File: src/rtl/control_unit.sv
// control_unit -- Moore FSM sequencing the fetch / decode / execute cycle of
// the processor datapath.
//
// Also carries k_and_s_pkg, which defines the decoded instruction type shared
// with the datapath.
//
// Ports:
//   clk                  system clock, rising edge
//   rst_n                asynchronous active-low reset
//   decoded_instruction  current IR decode from the datapath
//   zero_op              registered zero flag
//   neg_op               registered negative flag
//   unsigned_overflow    registered carry flag (not used for any decision)
//   signed_overflow      registered overflow flag
//   branch               PC loads branch target instead of PC+1
//   pc_enable            PC register update
//   ir_enable            IR loads data_in
//   addr_sel             ram_addr source: 1=PC, 0=instruction address field
//   c_sel                register write source: 1=ALU, 0=data_in
//   operation            ALU op: 00=OR, 01=ADD, 10=SUB, 11=AND
//   write_reg_enable     register file write
//   flags_reg_enable     flag register update
//   ram_write_enable     RAM write of data_out
//   halt                 processor stopped

package k_and_s_pkg;
    // 5-bit encoding leaves unused codes, which the FSM treats as halt.
    typedef enum logic [4:0] {
        I_NOP    = 5'd0,
        I_LOAD   = 5'd1,
        I_STORE  = 5'd2,
        I_MOVE   = 5'd3,
        I_ADD    = 5'd4,
        I_SUB    = 5'd5,
        I_AND    = 5'd6,
        I_OR     = 5'd7,
        I_BRANCH = 5'd8,
        I_BZERO  = 5'd9,
        I_BNZERO = 5'd10,
        I_BNEG   = 5'd11,
        I_BNNEG  = 5'd12,
        I_BOV    = 5'd13,
        I_BNOV   = 5'd14,
        I_HALT   = 5'd15
    } decoded_instruction_type;
endpackage

module control_unit
    import k_and_s_pkg::*;
(
    input  logic                    clk,
    input  logic                    rst_n,
    input  decoded_instruction_type decoded_instruction,
    input  logic                    zero_op,
    input  logic                    neg_op,
    input  logic                    unsigned_overflow,
    input  logic                    signed_overflow,
    output logic                    branch,
    output logic                    pc_enable,
    output logic                    ir_enable,
    output logic                    addr_sel,
    output logic                    c_sel,
    output logic [1:0]              operation,
    output logic                    write_reg_enable,
    output logic                    flags_reg_enable,
    output logic                    ram_write_enable,
    output logic                    halt
);

    typedef enum logic [3:0] {
        FETCH, DECODE, LOAD_1, STORE_1, MOVE_1, ALU_1, BRANCH_1, NEXT, HALT_ST
    } state_t;

    state_t     state, state_nx;
    logic [1:0] alu_op_q;
    logic [1:0] alu_op_dec;

    // The carry flag plays no part in any branch decision.
    logic unused_carry;
    assign unused_carry = unsigned_overflow;

    // ALU operation decoded from the live instruction; latched in DECODE so
    // ALU_1 is immune to the IR decode changing underneath it.
    always_comb begin
        alu_op_dec = 2'b00;
        unique case (decoded_instruction)
            I_ADD:   alu_op_dec = 2'b01;
            I_SUB:   alu_op_dec = 2'b10;
            I_AND:   alu_op_dec = 2'b11;
            default: alu_op_dec = 2'b00;
        endcase
    end

    always_ff @(posedge clk or negedge rst_n) begin
        if (!rst_n) begin
            state    <= FETCH;
            alu_op_q <= 2'b00;
        end else begin
            state <= state_nx;
            if (state == DECODE)
                alu_op_q <= alu_op_dec;
        end
    end

    always_comb begin
        state_nx = state;
        unique case (state)
            FETCH:  state_nx = DECODE;
            DECODE: begin
                unique case (decoded_instruction)
                    I_LOAD:   state_nx = LOAD_1;
                    I_STORE:  state_nx = STORE_1;
                    I_MOVE:   state_nx = MOVE_1;
                    I_ADD, I_SUB, I_AND, I_OR: state_nx = ALU_1;
                    I_BRANCH: state_nx = BRANCH_1;
                    I_NOP:    state_nx = NEXT;
                    I_BZERO:  state_nx = zero_op          ? BRANCH_1 : NEXT;
                    I_BNZERO: state_nx = !zero_op         ? BRANCH_1 : NEXT;
                    I_BNEG:   state_nx = neg_op           ? BRANCH_1 : NEXT;
                    I_BNNEG:  state_nx = !neg_op          ? BRANCH_1 : NEXT;
                    I_BOV:    state_nx = signed_overflow  ? BRANCH_1 : NEXT;
                    I_BNOV:   state_nx = !signed_overflow ? BRANCH_1 : NEXT;
                    default:  state_nx = HALT_ST;
                endcase
            end
            LOAD_1, STORE_1, MOVE_1, ALU_1, BRANCH_1, NEXT: state_nx = FETCH;
            HALT_ST: state_nx = HALT_ST;
            default: state_nx = HALT_ST;
        endcase
    end

    // Outputs are gated by rst_n so they drop to zero the moment reset is
    // asserted, even though the state register itself rests in FETCH.
    always_comb begin
        branch           = 1'b0;
        pc_enable        = 1'b0;
        ir_enable        = 1'b0;
        addr_sel         = 1'b0;
        c_sel            = 1'b0;
        operation        = 2'b00;
        write_reg_enable = 1'b0;
        flags_reg_enable = 1'b0;
        ram_write_enable = 1'b0;
        halt             = 1'b0;
        if (rst_n) begin
            unique case (state)
                FETCH: begin
                    ir_enable = 1'b1;
                    addr_sel  = 1'b1;
                end
                LOAD_1: begin
                    write_reg_enable = 1'b1;
                    pc_enable        = 1'b1;
                end
                STORE_1: begin
                    ram_write_enable = 1'b1;
                    pc_enable        = 1'b1;
                end
                MOVE_1: begin
                    c_sel            = 1'b1;
                    write_reg_enable = 1'b1;
                    pc_enable        = 1'b1;
                end
                ALU_1: begin
                    operation        = alu_op_q;
                    c_sel            = 1'b1;
                    write_reg_enable = 1'b1;
                    flags_reg_enable = 1'b1;
                    pc_enable        = 1'b1;
                end
                BRANCH_1: begin
                    branch    = 1'b1;
                    pc_enable = 1'b1;
                end
                NEXT:    pc_enable = 1'b1;
                HALT_ST: halt      = 1'b1;
                default: ;
            endcase
        end
    end

endmodule

File: config.mk
export PLATFORM = sky130hd
export DESIGN_NAME = control_unit
export DESIGN_NICKNAME = d
export VERILOG_FILES = /design/src/rtl/control_unit.sv
export SDC_FILE = /design/constraint.sdc
export NUM_CORES = 1
export LEC_CHECK = 0
export CAP_MARGIN = 20
export CORE_MARGIN = 2
export CORE_UTILIZATION = 35
export CTS_CLUSTER_SIZE = 10
export DETAILED_ROUTE_END_ITERATION = 10
export GPL_TIMING_DRIVEN = 0
export PLACE_DENSITY_LB_ADDON = 0.15
export SLEW_MARGIN = 5
export SYNTH_ARGS = -nofsm -noshare
export SYNTH_HDL_FRONTEND = slang
export SYNTH_SLANG_ARGS = --single-unit
File: constraint.sdc
create_clock -name clk -period 1.55 [get_ports clk]
set_input_delay 0.31 -clock clk [delete_from_list [all_inputs] [get_ports clk]]
set_output_delay 0.31 -clock clk [all_outputs]
set_load 0.02 [all_outputs]
; ---- Yosys cells after proc, flatten, opt, wreduce, memory -nomap -nowiden
; Index checks and enable logic that the tools add are counted.
[classes]
eq_ne = 22
muxes = 27
n_reduce_logical = 6
[op_table]
columns = op, count
row1 = 4-bit case mux with 12 select lines, 1
row2 = 5-bit by 4-bit equality test with 1-bit output (second input constant), 7
row3 = 1-bit 2-to-1 mux, 22
row4 = 5-bit by 3-bit equality test with 1-bit output (second input constant), 4
row5 = 4-bit by 3-bit equality test with 1-bit output (second input constant), 4
row6 = 4-bit case mux with 3 select lines, 1
row7 = 5-bit by 2-bit equality test with 1-bit output (second input constant), 2
row8 = 4-bit by 2-bit equality test with 1-bit output (second input constant), 2
row9 = 2-bit case mux with 3 select lines, 1
row10 = 6-bit OR reduction, 1
row11 = 5-bit by 1-bit equality test with 1-bit output (second input constant), 1
row12 = 5-bit zero test, 1
row13 = 4-bit by 1-bit equality test with 1-bit output (second input constant), 1
row14 = 4-bit equality test (second input constant), 1
row15 = 4-bit zero test, 1
row16 = 2-bit 2-to-1 mux, 2
row17 = 4-bit OR reduction, 1
row18 = 3-bit OR reduction, 1
row19 = 2-bit OR reduction, 1
[word_totals]
regBits = 6
inputBits = 11
elab_cells = 57

; ---- Logic depth before layout (Yosys ltp)
; Gate-level depths: netlist of run 1.
[depth]
ltp_word = 4
ltp_mapped = 5
mapped_depth_nobuf = 4

; ---- Worst setup path after synthesis of run 1
; Ideal clock, no wire load.
[synth_timing]
kind = reg2out
startpoint = reg state[2]
endpoint = out write_reg_enable
arrival_time_ns = 1.227
path_slack_ns = 0.013
stages_incl_launch_ff = 3
n_path_buf = 0
cell_sequence = dfrtp_1 or3b_2 a21oi_1
[synth_via]
elab_chain_len = 4
[synth_lines]
columns = element, line
row1 = "start, declared", 74  ; state_t state, state_nx;
row2 = "start signal, assigned", 99  ; state <= state_nx;
row3 = 4-bit by 3-bit equality test with 1-bit output or 4-bit by 2-bit equality test with 1-bit output (tied branches), 146  ; unique case (state)
row4 = 3-bit OR reduction (no source line) (*), n/a
row5 = 1-bit 2-to-1 mux (*), 146
row6 = 1-bit 2-to-1 mux (*), 145  ; if (rst_n) begin
row7 = "end, declared", 64  ; output logic write_reg_enable,
; Mark *: on every way between the ends. The rest lies on a longest branch, timed or not.

; ---- Worst setup path after layout of run 1
[layout_timing]
startpoint = reg state[0]
endpoint = out write_reg_enable
; The elaborated chain is that of the path after synthesis.

==> metrics, run 1 <==
commonest cells after routing, fill and taps aside 9 x buf_4, 8 x buf_6, 6 x nor2_1; peak supply drop 0.446 mV; Seq/Total Area, Yosys 31.7%; RSZ-0062 raised after global routing yes; reg-to-reg critical path startpoint state[2]; FMAX 600 MHz; Seq cells post-synth 6; largest net degree at the start of global routing 11; Clk Tree Root Cell clkbuf_4; Initial Utilization 36.9%; DRT iter0 DRCs 4; leakage power 0.349 nW; die area 1670 µm²; die height 40.8 µm; xor and xnor area share after synthesis 1.85%; status finished with violations; largest family of logic cells by synthesized area simple AND/OR/NAND/NOR gates; Critical Path RT 1240 ps; dpl cells 91; Vias 546; commonest non-fill, non-tap cell in the layout buf_4; H-tree depth 1; Routed Wire Length 1.19 mm; max-slew violation count 0; worst path cell trace or3b_4 -> a21oi_2 -> buf_4; setup TNS -269 ps; ranking of synthesized cells by area dfrtp_1 32%, nand2_1 4.7%, nor2_1 4.7%, and4b_1 4.2%, and2_1 4.0%; share of cells above drive strength 1 47.7%; Final Cycle Share 108%; DP Worst Slack -965 ps; fill count 120; synthesized net count 70; maximum root-to-sink buffer count 2; area grow syn2layout 71.8%; nets 99; Via density 5.41; row count 13; WP depth 3; Reg2Reg Depth 4; setup ws final -117 ps; post-synthesis cell type count 31; first-pass GRT wire length 1.86 mm; worst setup path startpoint state[0]; Ports 22; Core Region 1280 µm²; crit path max fanout 4; clk sinks 6; DPL Wire Length 727 µm; adder-cell share of the synthesized area 0%; All-Layer GR Usage 17.1%; Clock Pin Slew Worst Setup and Hold Paths 40 ps; IO Port Bufs 17; Period minus WS final 1670 ps; Final Hold Viols 0; Non-Filler Instances 101; initial antenna violation count 0; worst-margin pin slew 401 ps; CTS buffer count 3; Max Clock Skew 2.24 ps; Synth top area share 31.7%; vias in the first global route 480; min-delay src alu_op_q[0]; GR Overflow Total 0; TritonCTS clock tree built; Final setup viols 5; CP Launch Type flip-flop; CP Data Arrival Time 1360 ps; dominant cell type by area after synthesis dfrtp_1; yosys warns 0; Placer Congestion 0.679; MaxCap Viol Count 0; mux cell area share after synthesis 0%; Chip Width 40.8 µm; DRT Pass-1 Iters 4; Avg Cell Area, Syn 8.04 µm²; HP Class flip-flop to flip-flop; clock network latency to the later pin of the worst-skew pair 240 ps; crit path buf inv count 1; crit path capture type output pin; DRC Markers 0; count of cells along the worst hold path 2; Antenna Cells 0; Power Density 1010 nW/µm²; post-synthesis cell count 59; crit path max-delay cell type dfrtp_2; Mapped Area 474 µm²; Slew HR 73.3%; post-synthesis compound-gate area fraction 22.7%; final hold slack 488 ps; WS Path Type flip-flop to output pin; CP top delay family flip-flops; Final ANT Viol Nets 0; failing checks negative setup slack; wire per inst 11.8 µm; simple-gate share of the synthesized area 37.2%; CP max stage delay 430 ps
## worst register-to-register path, cell delays in order (launching register included)
cell      delay (ps)
dfrtp_2          440
buf_6            140
or4b_4           520
buf_12           160
a211oi_2         200
## cells in the mapped netlist
| master | count |
|---|---|
| nor2b_1 | 1 |
| inv_1 | 2 |
| a41oi_1 | 1 |
| and3_1 | 1 |
| nand3b_1 | 1 |
| dfrtp_1 | 6 |
| a211oi_2 | 1 |
| o31ai_1 | 2 |
| or3b_2 | 1 |
| o22ai_1 | 1 |
| a311oi_1 | 1 |
| or3_1 | 1 |
| and4b_1 | 2 |
| a31oi_1 | 1 |
| or4b_1 | 1 |
| nand2_1 | 6 |
| nor2_1 | 6 |
| buf_4 | 1 |
| a2bb2oi_1 | 1 |
| and2_1 | 3 |
| nor3_1 | 3 |
| xnor2_1 | 1 |
| a211oi_1 | 1 |
| o21bai_1 | 2 |
| clkbuf_1 | 3 |
| nand4b_1 | 1 |
| a22o_1 | 1 |
| buf_2 | 1 |
| nand2b_1 | 3 |
| nand3_1 | 1 |
| a21oi_1 | 2 |
## where the power goes
group / internal [mW] / total, mW / switching [mW] / leakage (nW)
sequential: 0.206 / 0.259 / 0.0527 / 0.0729
combinational: 0.245 / 0.426 / 0.180 / 0.262
clock: 0.0873 / 0.140 / 0.0525 / 0.0138
## what timing repair did
item,in CTS,in global routing
endpoints found under the setup margin,12,17
hold endpoints to repair,6,0
pin swaps,6,7
buffers inserted,5,2
hold buffers,1,0
resized for setup,67,18
## layout make-up
class                   instances  area (µm²)  share of cell area, %
plain buffers                   4        22.5                   2.76
clock buffers                   3        22.5                   2.76
inverters                       2        7.51                  0.922
multi-input cells              46         347                   42.5
flip-flops and latches          6         154                   18.9
well taps                      15        18.8                   2.30
repair buffers                 25         243                   29.8
## through the flow
stage | cell area [µm²] | utilization (%) | total power [mW]
finish | 815 | 63.4 | 0.824
CTS | 774 | 60.3 | 0.770
floorplan | 474 | - | 0.414
global placement | 663 | 51.6 | 0.516
detailed placement | 663 | 51.6 | 0.516
global route | 815 | 63.4 | 0.870
## registers in the layout (all words and copies together), names as in the netlist
register and cells:
alu_op_q 2, state 4
## metal layers
layer,global-route usage (%),part of all wire (%)
met5,0,0
met4,10.0,0.59
met3,3.80,5.7
met2,31.6,54
met1,17.2,40
## final timing paths
path | end | slack [ps]
setup / recovery | write_reg_enable | -120
hold / removal | alu_op_q[0] | 490
setup reg to reg | state[1] | 0
hold reg to reg | alu_op_q[0] | 490
max in group asynchronous | state[1] | 720
min in group asynchronous | state[3] | 600
## cell families after synthesis
| family | after synthesis |
|---|---|
| compound gates | 14 |
| xor+xnor | 1 |
| buf+inv | 7 |
| flops | 6 |
| simple gates | 31 |
(Power assumes the default switching activity.)
==> inputs of run 2 (changes only) <==
--- a/config.mk
+++ b/config.mk
@@ -6,8 +6,10 @@
 export NUM_CORES = 1
 export LEC_CHECK = 0
 export CAP_MARGIN = 20
+export CELL_PAD_IN_SITES_DETAIL_PLACEMENT = 1
+export CELL_PAD_IN_SITES_GLOBAL_PLACEMENT = 2
 export CORE_MARGIN = 2
-export CORE_UTILIZATION = 35
+export CORE_UTILIZATION = 19
 export CTS_CLUSTER_SIZE = 10
 export DETAILED_ROUTE_END_ITERATION = 10
 export GPL_TIMING_DRIVEN = 0
==> run 2 against run 1 <==
The flow still finishes with violations (negative setup slack); clock power is essentially flat; final area is 5.1% higher; die area up 75%; final cell count increased by 19%; clock-buffer cell count stayed put; worst setup slack better by 20 ps; critical path depth is the same; fmax increased by 1.2%; first-iteration DRC count down 75%.
==> metrics, run 2 (synthesis gave the netlist of run 1 again) <==
Clk Tree Root Cell clkbuf_4 (unchanged); setup ws final -96.9 ps (was -117 ps); CTS buffer count 3 (unchanged); maximum root-to-sink buffer count 2 (unchanged); initial antenna violation count 0 (unchanged); crit path max fanout 8 (was 4); first-pass GRT wire length 2.38 mm (was 1.86 mm); area grow syn2layout 80.5% (was 71.8%); commonest cells after routing, fill and taps aside 11 x buf_4, 10 x buf_6, 6 x nor2_1 (was 9 x buf_4, 8 x buf_6, 6 x nor2_1); DRC Markers 0 (unchanged); switching power 0.308 mW (was 0.286 mW); MaxCap Viol Count 0 (unchanged); commonest non-fill, non-tap cell in the layout buf_4 (unchanged); Core Region 2410 µm² (was 1280 µm²); Logic pwr share 55.2% (was 51.7%); Ports 22 (unchanged); RSZ-0062 raised after global routing yes (unchanged); Reg2Reg Depth 5 (was 4); Via density 4.58 (was 5.41); Critical Path RT 1240 ps (about the same); Regs by FF count state x4, alu_op_q x2 (unchanged); TritonCTS clock tree built (unchanged); worst setup path startpoint state[1] (was state[0]); Design Area, Final 856 µm² (was 815 µm²); H-tree depth 1 (unchanged); min-delay src alu_op_q[0] (unchanged); sequential power share 29.4% (was 31.4%); DPL Wire Length 912 µm (was 727 µm); Clock Pin Slew Worst Setup and Hold Paths 40 ps (about the same); failing checks negative setup slack (unchanged); share of cells above drive strength 1 51.1% (was 47.7%); die height 54.0 µm (was 40.8 µm); DRT iter0 DRCs 1 (was 4); reg-to-reg critical path startpoint state[3] (was state[2]); leakage power 0.366 nW (was 0.349 nW); Biggest register state (unchanged); cell-internal power 0.599 mW (was 0.539 mW); WS Path Type flip-flop to output pin (unchanged); clk sinks 6 (unchanged); count of cells along the worst hold path 2 (unchanged); Placer Congestion 0.656 (was 0.679); Final setup viols 5 (unchanged); peak supply drop 0.363 mV (was 0.446 mV); vias in the first global route 591 (was 480); HP Class flip-flop to flip-flop (unchanged); IO Port Bufs 17 (unchanged); Final ANT Viol Nets 0 (unchanged); setup TNS -236 ps (was -269 ps); max-slew violation count 0 (unchanged); die area 2910 µm² (was 1670 µm²); Final Hold Viols 0 (unchanged); CP Data Arrival Time 1340 ps (was 1360 ps); clock network latency to the later pin of the worst-skew pair 240 ps (about the same); Vias 550 (was 546); status finished with violations (unchanged); Initial Utilization 19.7% (was 36.9%); largest net degree at the start of global routing 11 (unchanged); row count 18 (was 13); Tot Pwr 0.907 mW (was 0.824 mW); DP Area 682 µm² (was 663 µm²); wire per inst 12.7 µm (was 11.8 µm); fill count 287 (was 120); Slew HR 69.7% (was 73.3%); nets 103 (was 99); FMAX 607 MHz (was 600 MHz); Clock power frac 15.4% (was 17.0%); Chip Width 54.0 µm (was 40.8 µm); Antenna Cells 0 (unchanged); worst-margin pin slew 455 ps (was 401 ps); Max Clock Skew 1.43 ps (was 2.24 ps); final hold slack 479 ps (was 488 ps); Largest register FFs 4 (unchanged); GR Overflow Total 0 (unchanged); crit path capture type output pin (unchanged); All-Layer GR Usage 11.2% (was 17.1%); Routed Wire Length 1.53 mm (was 1.19 mm); CP Launch Type flip-flop (unchanged); sw frac 34.0% (was 34.6%); Period minus WS final 1650 ps (was 1670 ps); final core utilization 35.5% (was 63.4%); Final Cycle Share 106% (was 108%); DRT Pass-1 Iters 2 (was 4); Power Density 1060 nW/µm² (was 1010 nW/µm²)
==> run 2: cell types whose count changed in the layout (fill, tap and decap cells not counted), sizes merged <==
cell,change
buf,+5
clkdlybuf4s15,-1
==> run 2: timing repair <==
item / CTS / global route
hold endpoints to repair: 6 / 0
gates cloned: 0 / 0
pin swaps: 7 / 5
buffers inserted: 10 / 1
gates resized for setup: 69 / 21
endpoints found under the setup margin: 12 / 17
hold buffers: 1 / 0
==> run 2: worst max-delay path, cell delays in order, from the launching register on <==
cell and delay (ps):
dfrtp_2 440, or3b_4 400, a21oi_2 110, buf_4 140
==> run 2: cell type report <==
cell class                 instances  area [µm²]  area share (%)
tap                               30        37.5            4.39
clock buffer                       3        22.5            2.63
inverter                           2        7.51           0.877
buffer                             4        22.5            2.63
sequential                         6         155            18.1
timing repair buffer              29         259            30.3
multi-input combinational         46         352            41.1
==> run 2: power groups by stage <==
stage / clock network [mW] / logic [mW] / registers [mW]
finish: 0.140 / 0.501 / 0.267
global route: 0.156 / 0.543 / 0.276
CTS: 0.147 / 0.420 / 0.259
detailed placement: 0 / 0.277 / 0.251
global placement: 0 / 0.276 / 0.252
floorplan: 0 / 0.178 / 0.236
==> run 2: per-stage QoR <==
| step | instances | setup slack, ps |
|---|---|---|
| final | 120 | -96.9 |
| after global placement | 106 | -1020 |
| after floorplan | 59 | 12.7 |
| after detailed placement | 106 | -1030 |
| after CTS | 120 | -126 |
| after global routing | 120 | -149 |
==> run 2: path summary, 6_finish.rpt <==
check	end	slack, ps
setup / recovery	write_reg_enable	-100
hold / removal	alu_op_q[0]	480
setup reg to reg	state[0]	-60
hold reg to reg	alu_op_q[0]	480
max in group asynchronous	state[0]	780
min in group asynchronous	alu_op_q[0]	530
==> run 2: routing by layer <==
metal,up-vias,GRT usage [%],wire length (µm)
met1,265,11.0,590
met5,-,0,0
li1,276,-,-
met2,9,23.6,892
met3,0,0,42
met4,0,5.13,0
